## config.mk

```make
export PLATFORM = sky130hd
export DESIGN_NAME = arbitro_multiplexor
export DESIGN_NICKNAME = d
export VERILOG_FILES = /design/src/rtl/arbitro_multiplexor_pkg.sv /design/src/rtl/arbitro_multiplexor_contador_tenencia.sv /design/src/rtl/arbitro_multiplexor.sv
export SDC_FILE = /design/constraint.sdc
export NUM_CORES = 1
export LEC_CHECK = 0
export ABC_AREA = 1
export BUFFER_PORTS_ARGS = -buffer_cell sky130_fd_sc_hd__buf_4
export CAP_MARGIN = 0
export CORE_MARGIN = 8
export CORE_UTILIZATION = 48
export DETAILED_ROUTE_END_ITERATION = 10
export PLACE_DENSITY_LB_ADDON = 0.2
export SLEW_MARGIN = 20
export SYNTH_ARGS = -nofsm -noshare
export SYNTH_HDL_FRONTEND = slang
export SYNTH_SLANG_ARGS = --single-unit
```

## constraint.sdc

```tcl
create_clock -name clk -period 2.1 [get_ports clk]
set_input_delay 0.105 -clock clk [delete_from_list [all_inputs] [get_ports clk]]
set_output_delay 0.105 -clock clk [all_outputs]
set_load 0.1 [all_outputs]
```

## src/rtl/arbitro_multiplexor_pkg.sv

```systemverilog
// Shared types for the two-requester mux arbiter: state encoding and grant helpers.
package arbitro_multiplexor_pkg;

  typedef enum logic [1:0] {
    LIBRE    = 2'b00,
    CONCEDE0 = 2'b01,
    CONCEDE1 = 2'b10,
    CAMBIO   = 2'b11
  } estado_t;

  function automatic estado_t concede(input logic idx);
    return idx ? CONCEDE1 : CONCEDE0;
  endfunction

  function automatic logic [1:0] una_caliente(input logic idx);
    return idx ? 2'b10 : 2'b01;
  endfunction

endpackage

```

## src/rtl/arbitro_multiplexor_contador_tenencia.sv

```systemverilog
// Saturating tenure counter: clear has priority, counts up to MAX_TENENCIA-1 and holds.
module contador_tenencia #(
  parameter int unsigned MAX_TENENCIA = 8,
  parameter int unsigned CW           = $clog2(MAX_TENENCIA)
) (
  input  logic          clk,
  input  logic          rst,
  input  logic          clr,
  input  logic          en,
  output logic [CW-1:0] cuenta
);

  always_ff @(posedge clk or posedge rst) begin
    if (rst)
      cuenta <= '0;
    else if (clr)
      cuenta <= '0;
    else if (en && cuenta != CW'(MAX_TENENCIA - 1))
      cuenta <= cuenta + CW'(1);
  end

endmodule

```

## src/rtl/arbitro_multiplexor.sv

```systemverilog
// Round-robin arbiter for the shared 2-to-1 mux; the select only moves while no grant is held.
module arbitro_multiplexor
  import arbitro_multiplexor_pkg::*;
#(
  parameter  int unsigned MAX_TENENCIA = 8,
  localparam int unsigned CW           = $clog2(MAX_TENENCIA)
) (
  input  logic          clk,
  input  logic          rst,
  input  logic [1:0]    solicitud,
  output logic [1:0]    concesion,
  output logic          seleccion,
  output logic          ocupado,
  output logic          expirado,
  output logic [CW-1:0] tenencia
);

  estado_t estado, estado_sig;
  logic    ultimo;
  logic    objetivo, objetivo_sig;
  logic    expira_sig;
  logic    dueno;
  logic    cnt_en;

  always_comb begin
    estado_sig   = estado;
    objetivo_sig = objetivo;
    expira_sig   = 1'b0;
    dueno        = (estado == CONCEDE1);
    case (estado)
      LIBRE: begin
        case (solicitud)
          2'b01:   estado_sig = CONCEDE0;
          2'b10:   estado_sig = CONCEDE1;
          2'b11:   estado_sig = concede(~ultimo);
          default: estado_sig = LIBRE;
        endcase
      end
      CONCEDE0, CONCEDE1: begin
        if (!solicitud[dueno] && solicitud[~dueno]) begin
          estado_sig   = CAMBIO;
          objetivo_sig = ~dueno;
        end else if (!solicitud[dueno]) begin
          estado_sig = LIBRE;
        end else if (tenencia == CW'(MAX_TENENCIA - 1) && solicitud[~dueno]) begin
          estado_sig   = CAMBIO;
          objetivo_sig = ~dueno;
          expira_sig   = 1'b1;
        end
      end
      CAMBIO: begin
        if (solicitud[objetivo])
          estado_sig = concede(objetivo);
        else if (solicitud[~objetivo])
          estado_sig = concede(~objetivo);
        else
          estado_sig = LIBRE;
      end
      default: estado_sig = LIBRE;
    endcase
  end

  // Count only while the same grant continues; any entry, guard or idle cycle restarts at 0.
  assign cnt_en = (estado == CONCEDE0 || estado == CONCEDE1) && (estado_sig == estado);

  contador_tenencia #(
    .MAX_TENENCIA(MAX_TENENCIA),
    .CW          (CW)
  ) u_contador (
    .clk   (clk),
    .rst   (rst),
    .clr   (~cnt_en),
    .en    (cnt_en),
    .cuenta(tenencia)
  );

  always_ff @(posedge clk or posedge rst) begin
    if (rst) begin
      estado    <= LIBRE;
      concesion <= '0;
      seleccion <= 1'b0;
      ocupado   <= 1'b0;
      expirado  <= 1'b0;
      ultimo    <= 1'b1;
      objetivo  <= 1'b0;
    end else begin
      estado   <= estado_sig;
      objetivo <= objetivo_sig;
      expirado <= expira_sig;
      ocupado  <= (estado_sig != LIBRE);
      case (estado_sig)
        CONCEDE0, CONCEDE1: begin
          concesion <= una_caliente(estado_sig == CONCEDE1);
          seleccion <= (estado_sig == CONCEDE1);
          ultimo    <= (estado_sig == CONCEDE1);
        end
        CAMBIO: begin
          concesion <= '0;
          seleccion <= objetivo_sig;
        end
        default: concesion <= '0;
      endcase
    end
  end

endmodule

```

## Word-level counts from Yosys, hierarchy flattened

Index checks and enable logic that the tools add are counted.

| storage, ports and cells | value |
|---|---|
| bits in registers | 12 |
| latch bits | 0 |
| RAM bits | 0 |
| ROM bits | 0 |
| output and inout port bits | 8 |
| logic and storage cells | 70 |
| memories kept | 0 |

| cells by class | value |
|---|---|
| $add $sub $neg | 1 |
| $mul | 0 |
| divide/modulo/power cells | 0 |
| magnitude comparators | 4 |
| eq/ne operators | 13 |
| shift operators | 0 |
| mux-type cells | 31 |
| bitwise gates (word level) | 2 |
| reductions and logical operators | 11 |

Operators by type and width:

| kind | count |
|---|---|
| 2-to-1 mux 2 bit | 10 |
| 2-to-1 mux 1 bit | 16 |
| == test 2 bit, second input constant | 6 |
| one-hot mux 2 bit (3 select lines) | 2 |
| < comparator 1 x 2 -> 1 bit, second input constant | 4 |
| == test 2 x 1 -> 1 bit, second input constant | 3 |
| 2-to-1 mux 3 bit | 2 |
| logical AND 1 bit | 4 |
| nonzero test 2 bit | 2 |
| OR reduction 2 bit | 2 |
| adder 3 x 1 -> 3 bit, second input constant | 1 |
| == test 3 bit, second input constant | 1 |
| != test 3 bit, second input constant | 1 |
| == test 2 bit | 1 |
| logical NOT 2 bit | 1 |
| != test 2 bit, second input constant | 1 |
| NOT 1 bit | 2 |
| one-hot mux 1 bit (2 select lines) | 1 |
| logical NOT 1 bit | 1 |
| logical OR 1 bit | 1 |

## Longest topological paths before layout

| logic depth | value |
|---|---|
| depth after elaboration | 14 |
| gate-level depth with buffers | 15 |

## By module

From an unflattened synthesis, not the netlist that was laid out.

| unflattened totals | value |
|---|---|
| cells, all modules | 105 |
| area, all modules | 795.8 µm² |

By module, submodules not included:

| module | times used | cells each | area an instance (µm²) | seq. area each (µm²) |
|---|---|---|---|---|
| arbitro_multiplexor | 1 | 84 | 616.8 | 226.5 |
| contador_tenencia | 1 | 21 | 178.9 | 75.1 |

## Worst setup path after synthesis

OpenSTA, ideal clock, no wires.

| path | value |
|---|---|
| kind | register -> register |
| start | reg u_contador.cuenta[0] |
| end | reg ultimo |
| arrival | 2443 ps |
| data required time | 2018 ps |
| path slack | -426 ps |
| stages on the path, launching flop included | 12 |
| buffers on the path | 1 |
| period minus slack after synthesis | 2526 ps |
| path through | dfrtp_1 > ha_1 > ha_1 > clkbuf_2 > nand3_2 > nand2_1 > nand2_1 > nand3_2 > nand2_2 > inv_1 > ha_1 > mux2_2 |

| between the ends | value |
|---|---|
| cells in the longest elaborated chain, start to end | 8 |
| elaborated cells between the ends (all ways) | 9 |
| those cells by class | 3 x eq/ne; 4 x mux; 2 x reduce/logical |

Ends and longest elaborated chain:

| what | line | RTL |
|---|---|---|
| from (decl) | arbitro_multiplexor_contador_tenencia.sv:10 | `output logic [CW-1:0] cuenta` |
| from (signal assigned) | arbitro_multiplexor_contador_tenencia.sv:19 | `cuenta <= cuenta + CW'(1);` |
| == test 3 bit * | arbitro_multiplexor.sv:45 | `end else if (tenencia == CW'(MAX_TENENCIA - 1) && solicitud[~dueno]) begin` |
| logical AND 1 bit * | arbitro_multiplexor.sv:45 |  |
| 2-to-1 mux 2 bit * | arbitro_multiplexor.sv:45 |  |
| 2-to-1 mux 2 bit * | arbitro_multiplexor.sv:43 | `end else if (!solicitud[dueno]) begin` |
| 2-to-1 mux 2 bit * | arbitro_multiplexor.sv:40 | `if (!solicitud[dueno] && solicitud[~dueno]) begin` |
| one-hot mux 2 bit (3 select lines) * | arbitro_multiplexor.sv:30 | `case (estado)` |
| net estado_sig[0] | arbitro_multiplexor.sv:18 | `estado_t estado, estado_sig;` |
| == test 2 bit / == test 2 x 1 -> 1 bit (equally long branches) | arbitro_multiplexor.sv:91, arbitro_multiplexor.sv:95 |  |
| OR reduction 2 bit | arbitro_multiplexor.sv:91 | `case (estado_sig)` |
| to (signal assigned) | arbitro_multiplexor.sv:95 | `ultimo <= (estado_sig == CONCEDE1);` |
| to (decl) | arbitro_multiplexor.sv:19 | `logic ultimo;` |

Mark *: on every way through the listed nets, which the timed path passes. The rest lies on a longest branch.
A chain may end at the register's enable or synchronous reset.

## Worst setup path after layout

| path | value |
|---|---|
| start | reg estado[1] |
| end | reg ultimo |

| between the ends | value |
|---|---|
| cells in the longest elaborated chain, start to end | 10 |
| elaborated cells between the ends (all ways) | 19 |
| those cells by class | 5 x eq/ne; 8 x mux; 6 x reduce/logical |

Ends and longest elaborated chain:

| what | line | RTL |
|---|---|---|
| from (decl) | arbitro_multiplexor.sv:18 |  |
| from (signal assigned) | arbitro_multiplexor.sv:87 | `estado <= estado_sig;` |
| == test 2 bit | arbitro_multiplexor.sv:29, arbitro_multiplexor.sv:30 |  |
| 2-to-1 mux 1 bit (implied by the code) (2 in series) | arbitro_multiplexor.sv:40, arbitro_multiplexor.sv:45 |  |
| logical AND 1 bit | arbitro_multiplexor.sv:45 |  |
| 2-to-1 mux 2 bit | arbitro_multiplexor.sv:45 |  |
| 2-to-1 mux 2 bit | arbitro_multiplexor.sv:43 |  |
| 2-to-1 mux 2 bit | arbitro_multiplexor.sv:40 |  |
| one-hot mux 2 bit (3 select lines) * | arbitro_multiplexor.sv:30 |  |
| net estado_sig[1] | arbitro_multiplexor.sv:18 |  |
| == test 2 bit / == test 2 x 1 -> 1 bit (equally long branches) | arbitro_multiplexor.sv:91, arbitro_multiplexor.sv:95 |  |
| OR reduction 2 bit | arbitro_multiplexor.sv:91 |  |

Mark *: on every way through the listed nets, which the timed path passes. The rest lies on a longest branch. The select of a mux whose other input is x is not followed.

==> flow_summary_export.csv <==
group,metric,value,unit
timing,fin_crit,1.97,ns
place,place_area,882,sq um
critical_path,worstPathArrival,2.18,ns
critical_path,crit_start,"estado[1]$_DFF_PP0_",
critical_path,rr_endpoint,"ultimo$_DFFE_PP1P_",
yosys,synth.top_cell.area_share,0.376,
critical_path,timing.rr.start,"estado[1]$_DFF_PP0_",
floorplan,fp.dieW,55.1,um
timing,finalCritPeriodShare,0.940,
yosys,synth_fa_ha_area_frac,0.154,
critical_path,ff2ff_path_depth,10,
yosys,yosys_register_bits,12,
drt,drc_errors,0,
critical_path,cp_cell_sequence,"inv_1 -> ha_1 -> inv_1 -> a21oi_1 -> nand2_1 -> nand2_2 -> nand2_4 -> inv_2 -> ha_4 -> mux2_4",
grt,track_usage,0.106,
place,routabilityCongestion,0.811,
drt,first_iter_violations,7,
grt,grt_pass1_wl,2390,um
critical_path,crit_slowest_cell,"dfrtp_2",
finish,finalNetCount,114,
drt,viasPerCell,5.07,
job,drv_cap,0,
floorplan,ios,12,
critical_path,cp_common_cell,"inv_1",
drt,routed_wirelength,1510,um
critical_path,startpoint_type,"flop",
yosys,synthCells,85,
floorplan,dieArea,0.00303,sq mm
cts,cts-root-buf,"clkbuf_4",
yosys,synth_cell_types,18,
finish,drive_above_1_share,0.380,
yosys,synth_mux_area_frac,0.0427,
place,dp_hpwl,1180,um
yosys,ys_seq_area_frac,0.412,
critical_path,reg2reg_setup_slack,0.13,ns
timing,setup_tns,0,ns
finish,final_cells,116,
timing,drv_slew,0,
timing,fmax,506,MHz
drt,final_antenna_net_count,0,
critical_path,end_kind,"flop",
yosys,yosys.area_share.simple,0.226,
critical_path,cpPeakStageDelay,0.41,ns
critical_path,worstSetupPathType,"flop to flop",
timing,skew,0.00628,ns
timing,tightestPinTransition,0.456,ns
yosys,synthXorXnorAreaFrac,0.0120,
hold_path,hold_path.class,"primary input to flop",
hold_path,hold_path_depth,5,
outcome,status,"finished clean",
cts,cts_setup_buffers,0,
drt,dr.pass1.iters,4,
yosys,yosysTopAreaCell,"dfrtp_1",
place,dp_cells,111,
critical_path,crit_required,2.30,ns
timing,relSlewSlack,0.696,
finish,syn_to_final_growth,30.1,%
yosys,synth_top_family_by_area,"simple AND/OR/NAND/NOR gates",
hold_path,holdPathEnd,"expirado$_DFF_PP0_",
floorplan,core-area,0.00147,sq mm
cts,cts_buffer_depth,2,
floorplan,num_rows,14,
finish,final_area,952,sq um
yosys,synth_compound_area_frac,0.0752,
drt,dr_total_vias,588,
grt,first_global_vias,591,
grt,grt_max_degree,13,
place,port-buffer-count,11,
drt,detail_route.wl_per_cell,13.0,um
yosys,synth_area,732,sq um
floorplan,start_util,0.497,
grt,antenna_found_initial,0,
yosys,synth_warnings,0,
timing,finalSetupViolCount,0,
yosys,post_synth.cell_area_avg,8.61,sq um
yosys,synth_nets,98,
cts,cts.sinks,12,
cts,cts_max_level,1,
hold_path,hp-start,"solicitud[0]",
cts,clk_latency,0.27,ns
finish,diodes,0,
cts,tritoncts,"yes",
cts,path_clk_slew,0.08,ns
timing,finalHoldViolCount,0,
floorplan,dieHeight,55.1,um
cts,numCtsBuffers,3,
yosys,synth.area.top_cells,"dfrtp_1, ha_1, nand2_1, inv_1, nand2_2",
grt,overflow,0,
critical_path,critPathMaxFanout,4,
-- layer usage --
metal	wire (um)	global-route usage	vias up
met5	0	0	-
met4	7	0.0280	0
met3	72	0.0428	2
met2	772	0.179	10
met1	654	0.122	282
li1	-	-	294
-- flip-flops by register name, indices dropped and copies added, names as in the netlist --
register / flops
concesion: 2
estado: 2
expirado: 1
objetivo: 1
ocupado: 1
seleccion: 1
u_contador.cuenta: 3
ultimo: 1
-- synth_stat cells, drive strengths merged --
cell type / instances
o21ai: 3
a21oi: 5
xor2: 1
mux2i: 2
nor3: 1
ha: 9
nand3: 4
clkbuf: 1
inv: 14
dfstp: 1
nand2: 23
nor2: 7
mux2: 1
o211ai: 2
dfrtp: 11
-- repair_timing --
action | CTS | global route
hold endpoints to repair | 11 | 0
setup endpoints to repair | 0 | 2
resized for setup | 0 | 6
hold buffers | 1 | 0
-- worst max path at each step --
stage / end / slack (ns) / cells past startpoint
2_1_floorplan: ultimo$_DFFE_PP1P_ / -0.03 / 11
5_1_grt: ultimo$_DFFE_PP1P_ / -0.01 / 12
6_report: ultimo$_DFFE_PP1P_ / 0.13 / 10
3_5_place_dp: ultimo$_DFFE_PP1P_ / 0.07 / 13
3_3_place_gp: ultimo$_DFFE_PP1P_ / 0.14 / 13
4_1_cts: ultimo$_DFFE_PP1P_ / 0.06 / 13
-- per-stage QoR --
step	utilization	setup slack (ns)	hold slack (ns)
3_5_place_dp	0.599	0.0707	0.142
2_1_floorplan	-	-0.0253	-0.0310
3_3_place_gp	0.599	0.135	0.134
4_1_cts	0.631	0.0552	0.250
5_1_grt	0.647	-0.0129	0.265
6_report	0.647	0.125	0.248
-- cell families (layout without fill, tap and decap cells) --
group	after synthesis	in the layout
flip-flops	12	12
AO/OA/AOI/OAI	10	10
buffers and inverters	15	30
XOR/XNOR	1	1
AND/OR/NAND/NOR	35	35
multiplexers	3	3
adder cells (fa/ha/maj)	9	9
-- worst max-delay path: cells and delay by family, from the launching register on --
family                     cells  cell delay (ns)
adders and majority gates      2             0.52
DFF                            1             0.41
muxes                          1             0.29
and+or+nand+nor                3             0.27
buffers and inverters          3             0.26
AOI/OAI and AO/OA              1             0.16
-- area by class of cell --
cell class | instances | area [sq um]
clock buffer | 4 | 36.3
timing repair buffer | 12 | 92.6
inverter | 14 | 52.6
tap | 16 | 20.0
multi-input combinational | 58 | 439
sequential | 12 | 312
fill | 124 | 519
-- layout by cell type (no fill, tap or decap), types with 2 or more instances in the layout --
master and n:
dfrtp_4 2, buf_4 11, ha_1 5, nand2_2 4, dfrtp_2 2, inv_2 4
nand2_4 2, dfrtp_1 7, ha_4 4, nor2_1 7, nand3_2 3, nand2_1 17
a21oi_1 5, o211ai_1 2, clkbuf_4 3, o21ai_0 3, inv_1 10, mux2i_1 2
Power is not shown: default switching activity piles up to over one toggle a cycle in this logic, so the estimate is an artifact.
